$ cat src/rtl/load_store_unit.sv
// Load/store unit: runs one RISC-V data access over a req/gnt/rvalid bus and
// returns aligned, extended load data for register write-back.
module load_store_unit #(
    parameter int unsigned TIMEOUT = 64,
    parameter int unsigned CNT_W   = 8
) (
    input  logic        clk,
    input  logic        rst_n,
    input  logic        mem_rd,
    input  logic        mem_wr,
    input  logic [2:0]  funct3,
    input  logic [31:0] addr,
    input  logic [31:0] wdata,
    output logic        stall,
    output logic [31:0] ld_data,
    output logic        ld_valid,
    output logic        acc_fault,
    output logic        bus_timeout,
    output logic        bus_req,
    output logic        bus_we,
    output logic [31:0] bus_addr,
    output logic [3:0]  bus_be,
    output logic [31:0] bus_wdata,
    input  logic        bus_gnt,
    input  logic        bus_rvalid,
    input  logic [31:0] bus_rdata
);

    typedef enum logic [1:0] {
        S_IDLE,
        S_REQ,
        S_WAIT,
        S_DONE
    } state_e;

    localparam logic [CNT_W-1:0] CNT_MAX = CNT_W'(TIMEOUT - 1);

    state_e            state_q, state_d;
    logic [CNT_W-1:0]  cnt_q, cnt_d;
    logic              bus_req_q, bus_req_d;
    logic              bus_we_q, bus_we_d;
    logic [31:0]       bus_addr_q, bus_addr_d;
    logic [3:0]        bus_be_q, bus_be_d;
    logic [31:0]       bus_wdata_q, bus_wdata_d;
    logic [2:0]        funct3_q, funct3_d;
    logic [1:0]        off_q, off_d;
    logic [31:0]       ld_data_q, ld_data_d;
    logic              ld_valid_q, ld_valid_d;
    logic              acc_fault_q, acc_fault_d;
    logic              bus_timeout_q, bus_timeout_d;

    logic              fault_c;
    logic [3:0]        be_c;
    logic [31:0]       wdata_c;
    logic [31:0]       lane_c;
    logic [31:0]       ext_c;

    // Access legality, byte enables and lane-replicated store data
    always_comb begin
        fault_c = (mem_rd & mem_wr)
                | (mem_rd & ((funct3 == 3'b011) | (funct3 == 3'b110) | (funct3 == 3'b111)))
                | (mem_wr & (funct3 >= 3'b011))
                | ((funct3[1:0] == 2'b01) & addr[0])
                | ((funct3 == 3'b010) & (addr[1:0] != 2'b00));
        be_c    = 4'b1111;
        wdata_c = 32'h0;
        if (mem_wr) begin
            case (funct3[1:0])
                2'b00: begin
                    be_c    = 4'b0001 << addr[1:0];
                    wdata_c = {4{wdata[7:0]}};
                end
                2'b01: begin
                    be_c    = 4'b0011 << {addr[1], 1'b0};
                    wdata_c = {2{wdata[15:0]}};
                end
                default: begin
                    be_c    = 4'b1111;
                    wdata_c = wdata;
                end
            endcase
        end
    end

    // Select the addressed lane of the read word and extend it
    always_comb begin
        lane_c = bus_rdata >> {off_q, 3'b000};
        case (funct3_q)
            3'b000:  ext_c = {{24{lane_c[7]}}, lane_c[7:0]};
            3'b001:  ext_c = {{16{lane_c[15]}}, lane_c[15:0]};
            3'b100:  ext_c = {24'h0, lane_c[7:0]};
            3'b101:  ext_c = {16'h0, lane_c[15:0]};
            default: ext_c = bus_rdata;
        endcase
    end

    // Next-state and registered-output logic
    always_comb begin
        state_d       = state_q;
        cnt_d         = cnt_q;
        bus_req_d     = bus_req_q;
        bus_we_d      = bus_we_q;
        bus_addr_d    = bus_addr_q;
        bus_be_d      = bus_be_q;
        bus_wdata_d   = bus_wdata_q;
        funct3_d      = funct3_q;
        off_d         = off_q;
        ld_data_d     = ld_data_q;
        ld_valid_d    = 1'b0;
        acc_fault_d   = 1'b0;
        bus_timeout_d = 1'b0;
        case (state_q)
            S_IDLE: begin
                if (mem_rd | mem_wr) begin
                    if (fault_c) begin
                        acc_fault_d = 1'b1;
                        state_d     = S_DONE;
                    end else begin
                        bus_req_d   = 1'b1;
                        bus_we_d    = mem_wr;
                        bus_addr_d  = {addr[31:2], 2'b00};
                        bus_be_d    = be_c;
                        bus_wdata_d = wdata_c;
                        funct3_d    = funct3;
                        off_d       = addr[1:0];
                        cnt_d       = '0;
                        state_d     = S_REQ;
                    end
                end
            end
            S_REQ: begin
                if (bus_gnt) begin
                    bus_req_d = 1'b0;
                    cnt_d     = '0;
                    state_d   = bus_we_q ? S_DONE : S_WAIT;
                end else if (cnt_q == CNT_MAX) begin
                    bus_req_d     = 1'b0;
                    bus_timeout_d = 1'b1;
                    ld_data_d     = 32'h0;
                    state_d       = S_DONE;
                end else begin
                    cnt_d = cnt_q + CNT_W'(1);
                end
            end
            S_WAIT: begin
                if (bus_rvalid) begin
                    ld_data_d  = ext_c;
                    ld_valid_d = 1'b1;
                    state_d    = S_DONE;
                end else if (cnt_q == CNT_MAX) begin
                    bus_timeout_d = 1'b1;
                    ld_data_d     = 32'h0;
                    state_d       = S_DONE;
                end else begin
                    cnt_d = cnt_q + CNT_W'(1);
                end
            end
            default: begin
                state_d = S_IDLE;
            end
        endcase
    end

    // State and output registers
    always_ff @(posedge clk or negedge rst_n) begin
        if (!rst_n) begin
            state_q       <= S_IDLE;
            cnt_q         <= '0;
            bus_req_q     <= 1'b0;
            bus_we_q      <= 1'b0;
            bus_addr_q    <= 32'h0;
            bus_be_q      <= 4'h0;
            bus_wdata_q   <= 32'h0;
            funct3_q      <= 3'b000;
            off_q         <= 2'b00;
            ld_data_q     <= 32'h0;
            ld_valid_q    <= 1'b0;
            acc_fault_q   <= 1'b0;
            bus_timeout_q <= 1'b0;
        end else begin
            state_q       <= state_d;
            cnt_q         <= cnt_d;
            bus_req_q     <= bus_req_d;
            bus_we_q      <= bus_we_d;
            bus_addr_q    <= bus_addr_d;
            bus_be_q      <= bus_be_d;
            bus_wdata_q   <= bus_wdata_d;
            funct3_q      <= funct3_d;
            off_q         <= off_d;
            ld_data_q     <= ld_data_d;
            ld_valid_q    <= ld_valid_d;
            acc_fault_q   <= acc_fault_d;
            bus_timeout_q <= bus_timeout_d;
        end
    end

    // Core stall; forced low while reset is asserted so outputs drop immediately
    assign stall = rst_n & (((state_q == S_IDLE) & (mem_rd | mem_wr))
                          | (state_q == S_REQ) | (state_q == S_WAIT));

    assign ld_data     = ld_data_q;
    assign ld_valid    = ld_valid_q;
    assign acc_fault   = acc_fault_q;
    assign bus_timeout = bus_timeout_q;
    assign bus_req     = bus_req_q;
    assign bus_we      = bus_we_q;
    assign bus_addr    = bus_addr_q;
    assign bus_be      = bus_be_q;
    assign bus_wdata   = bus_wdata_q;

endmodule

$ cat config.mk
export PLATFORM = sky130hd
export DESIGN_NAME = load_store_unit
export DESIGN_NICKNAME = d
export VERILOG_FILES = /design/src/rtl/load_store_unit.sv
export SDC_FILE = /design/constraint.sdc
export NUM_CORES = 1
export LEC_CHECK = 0
export ABC_AREA = 1
export CAP_MARGIN = 5
export CORE_ASPECT_RATIO = 0.6
export CORE_MARGIN = 4
export CORE_UTILIZATION = 40
export DETAILED_ROUTE_END_ITERATION = 10
export GPL_ROUTABILITY_DRIVEN = 0
export PLACE_DENSITY = 0.73
export SYNTH_ARGS = -nofsm -noshare
export SYNTH_HDL_FRONTEND = slang
export SYNTH_SLANG_ARGS = --single-unit
$ cat constraint.sdc
create_clock -name clk -period 1.5 [get_ports clk]
set_input_delay 0.225 -clock clk [delete_from_list [all_inputs] [get_ports clk]]
set_output_delay 0.225 -clock clk [all_outputs]
set_load 0.05 [all_outputs]
Word-level counts from Yosys, hierarchy flattened
Cells that the tools add are included.
Widths: inputs -> output; s select.
{"block": "totals", "reg_bits": 118, "latchBits": 0, "memories": 0, "out_inout_bits": 106, "rom_bits": 0, "mem_bits_rw": 0, "elab_cells": 98}
{"block": "op_classes", "mul": 0, "n_reduce_logical": 11, "n_bitwise": 17, "addsub": 1, "div_mod_pow": 0, "n_mux": 36, "n_lt_le_gt_ge": 1, "n_shift": 3, "n_eq_ne": 16}
{"cell": "$mux 32", "n": 4}
{"cell": "$pmux 32 s2", "n": 2}
{"cell": "$pmux 32 s4", "n": 1}
{"cell": "$mux 8", "n": 5}
{"cell": "$shr 32x5->16", "n": 1}
{"cell": "$pmux 8 s3", "n": 1}
{"cell": "$mux 1", "n": 13}
{"cell": "$eq 3x3->1 const B", "n": 4}
{"cell": "$mux 2", "n": 5}
{"cell": "$or 1x1->1", "n": 9}
{"cell": "$add 8x1->8 const B", "n": 1}
{"cell": "$eq 8x6->1 const B", "n": 1}
{"cell": "$ne 2x2->1 const B", "n": 4}
{"cell": "$pmux 4 s2", "n": 1}
{"cell": "$reduce_and 4->1", "n": 2}
{"cell": "$and 1x1->1", "n": 7}
{"cell": "$eq 3x2->1 const B", "n": 2}
{"cell": "$pmux 2 s3", "n": 1}
{"cell": "$reduce_bool 2->1", "n": 3}
{"cell": "$eq 2x1->1 const B", "n": 2}
{"cell": "$logic_not 2->1", "n": 2}
{"cell": "$mux 4", "n": 1}
{"cell": "$pmux 1 s2", "n": 2}
{"cell": "$shl 1x2->4 const A", "n": 1}
{"cell": "other kinds (10)", "n": 10}

Depth between registers and ports, before layout
{"block": "depth", "ltp_word": 11, "ltp_mapped": 11, "mapped_depth_nobuf": 10}

Least setup slack after synthesis
OpenSTA, ideal clock, no wires.
{"block": "synth_path", "path_kind": "register -> register", "from": "reg state_q[1]", "to": "reg ld_data_q[22], in the netlist ld_data[22]", "setup_slack_ps": -174, "required_time_ps": 1382, "arrival_ps": 1556, "path_stages_with_launch": 12, "setup_ps": 118, "cell_sequence": "dfrtp_1 > inv_1 > ha_1 > nand2_1 > inv_1 > nor2_1 > inv_2 > o21ai_2 > inv_2 > buf_2 > nand2_1 > nand2_1"}
{"block": "synth_via", "elab_chain_len": 3, "elab_cells_between_ends": 6, "classes_between": "3 x eq/ne; 1 x mux; 2 x reduce/logical"}
{"item": "from (decl)", "line": "38", "rtl": "state_e state_q, state_d;"}
{"item": "from (signal assigned)", "line": "181", "rtl": "state_q <= state_d;"}
{"item": "$eq 2x1->1 or $eq 2x2->1 (tied branches)", "line": "112", "rtl": "case (state_q)"}
{"item": "$ne 2x2->1 (no source line) or $reduce_bool 2->1 (tied branches)"}
{"item": "$reduce_and 2->1 (no source line)"}
{"item": "to (signal assigned)", "line": "190", "rtl": "ld_data_q <= ld_data_d;"}
{"item": "to (decl)", "line": "47", "rtl": "logic [31:0] ld_data_q, ld_data_d;"}
Several ways; a longest one is shown, not always the timed one.
A chain may end at the register's enable or synchronous reset.

Worst setup path in the final report
{"block": "layout_path", "from": "reg state_q[1]", "to": "out stall"}
{"block": "layout_via", "elab_chain_len": 5, "elab_cells_between_ends": 7, "classes_between": "2 x eq/ne; 4 x bitwise; 1 x reduce/logical"}
{"item": "$logic_not 2->1", "line": "198", "rtl": "assign stall = rst_n & (((state_q == S_IDLE) & (mem_rd | mem_wr))"}
{"item": "$and 1x1->1", "line": "198"}
{"item": "$or 1x1->1", "line": "199", "rtl": "| (state_q == S_REQ) | (state_q == S_WAIT));"}
{"item": "$or 1x1->1 (*)", "line": "199"}
{"item": "$and 1x1->1 (*)", "line": "198"}
{"item": "to (decl)", "line": "14", "rtl": "output logic stall,"}
Mark *: on every way between the ends. The rest lies on a longest branch, timed or not.

==> flow_summary.yaml <==
outcome:
  status: "finished with violations"
  violations: "negative setup slack"
setup_path:
  critPathLaunchType: "flop"
  path_max_fanout: 7
  critPathRequiredTime_ns: 1.27
  cp.arrival_ns: 1.74
  worstSetupPathType: "flop to primary output"
  r2r_cells: 12
  reg2reg_setup_slack_ns: -0.41
  worst_setup_path_end_kind: "primary output"
route:
  drtIter0Drc: 590
  wl_mm: 26.1
  routedWlPerCell_um: 19.9
  drc: 0
  vias: 6977
  detail_route.first_pass.iterations: 6
  drtAntennaViolNets: 0
  via_per_inst: 5.31
power_and_ir_drop:
  sw_frac_of_total_pct: 46.6
  p_per_area_mw_per_mm2: 2320
  power.switching_mw: 12.5
  intPower_mw: 14.3
  pwr-share-clk_pct: 17.7
  ir_drop_mv: 1.68
  p_leak_nw: 5.71
  pwr-share-seq_pct: 22.1
  pwr-share-comb_pct: 60.3
placement:
  io_buffers: 208
  dp_cells: 1229
  dp_hpwl_mm: 15.1
clock_tree:
  clock-root-buffer: "clkbuf_16"
  cts.path.max_buffers: 2
  cts_tree: "built"
  cts_buffers: 17
  clock_sinks: 118
  htree_levels: 4
  clk-insertion-delay-late_ns: 0.42
  clkTransAtPathRegs_ns: 0.06
grt:
  antenna_found_initial: 0
  grt_first_pass_wirelength_mm: 38.7
  grt_pass1_vias: 7003
  grt_max_degree: 75
  overflow: 0
  grt_use_total_pct: 28.0
worst_hold_path:
  hold_depth: 3
  min_path_type: "input port to flop"
synthesis:
  synth.most_common_cell: "nand2_1"
  synthFlopType: "dfrtp_1"
  synth_area_leaders: "dfrtp_1 (48%), nand2_1 (21%), o21ai_2 (4.3%)"
  synth_edf_count: 0
  synth_commonest_cells: "nand2_1 (335), dfrtp_1 (118), nand3_1 (50), inv_1 (43), nor2_1 (39)"
  synthesis.area_mm2: 0.00612
  postSynthCellCount: 776
  yosys_warnings: 0
  yosysSeqAreaShare_pct: 48.3
  synth_cell_types: 36
  avgSynthCellArea_um2: 7.88
  synth_top_area_share_pct: 48.3
  yosys.area.top_type: "dfrtp_1"
  async_flop_share_pct: 100
  synth-seq-cells: 118
sta:
  layout_setup_ws_ns: -0.469
  hold_viol: 0
  worst_pin_slew_ns: 0.597
  max_freq_mhz: 508
  slew_violations: 0
  skew_ns: 0.0140
  timing.final.crit_period_ns: 1.97
  rsz0062_at_grt: "yes"
  relSlewSlack_pct: 60.2
  min_period_over_period_pct: 131
  finalSetupTns_ns: -30.49
  holdWs_ns: 0.355
  setup_violations: 116
floorplan:
  fp-row-count: 34
  start_util_pct: 41.6
  die-area_mm2: 0.0174
  die_y_um: 104
  die_w_um: 168
  ios: 211
  core_mm2: 0.0147
cells_and_area:
  fillers: 959
  drive_above_1_share_pct: 43.1
  instances_no_fill: 1313
  syn_to_final_growth_pct: 89.4
  final_util_pct: 78.7
  nets: 1213
  n_antenna_cell: 0
job:
  drv_cap: 0
==> registers in the layout, indices dropped and copies added (netlist names) <==
name / flops
off_q: 2
ld_valid: 1
bus_be: 4
ld_data: 32
bus_addr: 30
funct3_q: 3
bus_wdata: 32
state_q: 2
cnt_q: 8
acc_fault: 1
bus_we: 1
bus_req: 1
bus_timeout: 1
==> repair_timing <==
action | 4_1_cts | 5_1_grt
buffers inserted | 29 | 12
hold buffers | 1 | 0
endpoints found under the hold margin | 74 | 0
gates resized for setup | 207 | 89
cloned | 21 | 2
pin swaps | 53 | 27
endpoints found under the setup margin | 117 | 119
==> layout make-up <==
class / instances / area, um2 / share of cell area [%]
tap: 198 / 248 / 2.14
sequential: 118 / 2960 / 25.5
clock inverter: 13 / 218 / 1.88
inverter: 53 / 239 / 2.06
timing repair buffer: 341 / 4010 / 34.6
multi-input combinational: 571 / 3460 / 29.8
clock buffer: 19 / 453 / 3.91
==> metrics by stage <==
| step | setup slack (ns) | instance area (um2) | power [mW] |
|---|---|---|---|
| global route | -0.489 | 11600 | 27.9 |
| floorplan | -0.00391 | 6140 | 13.1 |
| finish | -0.469 | 11600 | 26.8 |
| CTS | -0.463 | 11300 | 25.9 |
| detailed placement | -0.366 | 9120 | 18.7 |
| global placement | -0.340 | 9120 | 18.5 |
==> per-layer routing <==
| metal | vias to the layer above | global-route usage [%] | part of all wire (%) | routed length [um] |
|---|---|---|---|---|
| met1 | 3368 | 39.1 | 42 | 10900 |
| met3 | 59 | 7.12 | 9.0 | 2340 |
| met4 | 0 | 7.99 | 2.3 | 613 |
| met5 | - | 0 | 0 | 0 |
| met2 | 373 | 43.2 | 47 | 12200 |
| li1 | 3177 | - | - | - |
==> power by group through the flow <==
| stage | Combinational, mW | Clock (mW) | Sequential [mW] |
|---|---|---|---|
| 2_1_floorplan | 3.74 | 0 | 9.41 |
| 3_3_place_gp | 12.9 | 0 | 5.57 |
| 3_5_place_dp | 13.1 | 0 | 5.55 |
| 4_1_cts | 15.4 | 4.74 | 5.76 |
| 5_1_grt | 16.9 | 4.93 | 6.07 |
| 6_report | 16.2 | 4.74 | 5.92 |
==> final timing paths <==
path,start,to
hold / removal,addr[19],bus_addr[19]
hold reg to reg,ld_data[3],ld_data[3]
max in group asynchronous,rst_n,ld_data[7]
min in group asynchronous,rst_n,bus_addr[31]
setup reg to reg,state_q[0],bus_wdata[10]
setup / recovery,state_q[1],stall
==> worst max-delay path: stages (launching register included) <==
cell and delay (ns):
dfrtp_2 0.42, inv_4 0.07, ha_4 0.17, buf_6 0.14, o31a_4 0.37, buf_12 0.15
==> cells by family (layout without fill, tap and decap cells) <==
family,after synthesis,in the layout,synth area share (%)
and+or+nand+nor,442,443,29.9
DFF,118,118,48.3
other,1,2,0.0613
adders and majority gates,6,6,1.23
xor gates and xnor gates,2,2,0.286
buffers and inverters,89,426,7.20
AOI/OAI and AO/OA,118,118,13.1
==> layout by cell type, fill, tap and decap left out, types with 4 or more instances in the layout <==
master / instances
dfrtp_1: 115
nand2_2: 74
o211ai_1: 9
nand3_2: 7
clkbuf_16: 18
buf_4: 137
a21oi_1: 20
a21oi_2: 5
buf_6: 22
nand2_4: 39
nor2_1: 29
bufinv_16: 5
o21ai_0: 17
nand3_1: 44
ha_4: 4
buf_12: 53
nand2_1: 226
inv_4: 6
inv_2: 7
o221ai_1: 9
clkdlybuf4s50_1: 103
o21ai_2: 35
inv_6: 4
o21ai_1: 8
buf_8: 4
nor2_4: 12
inv_1: 36
buf_16: 20
(Power assumes the default switching activity.)
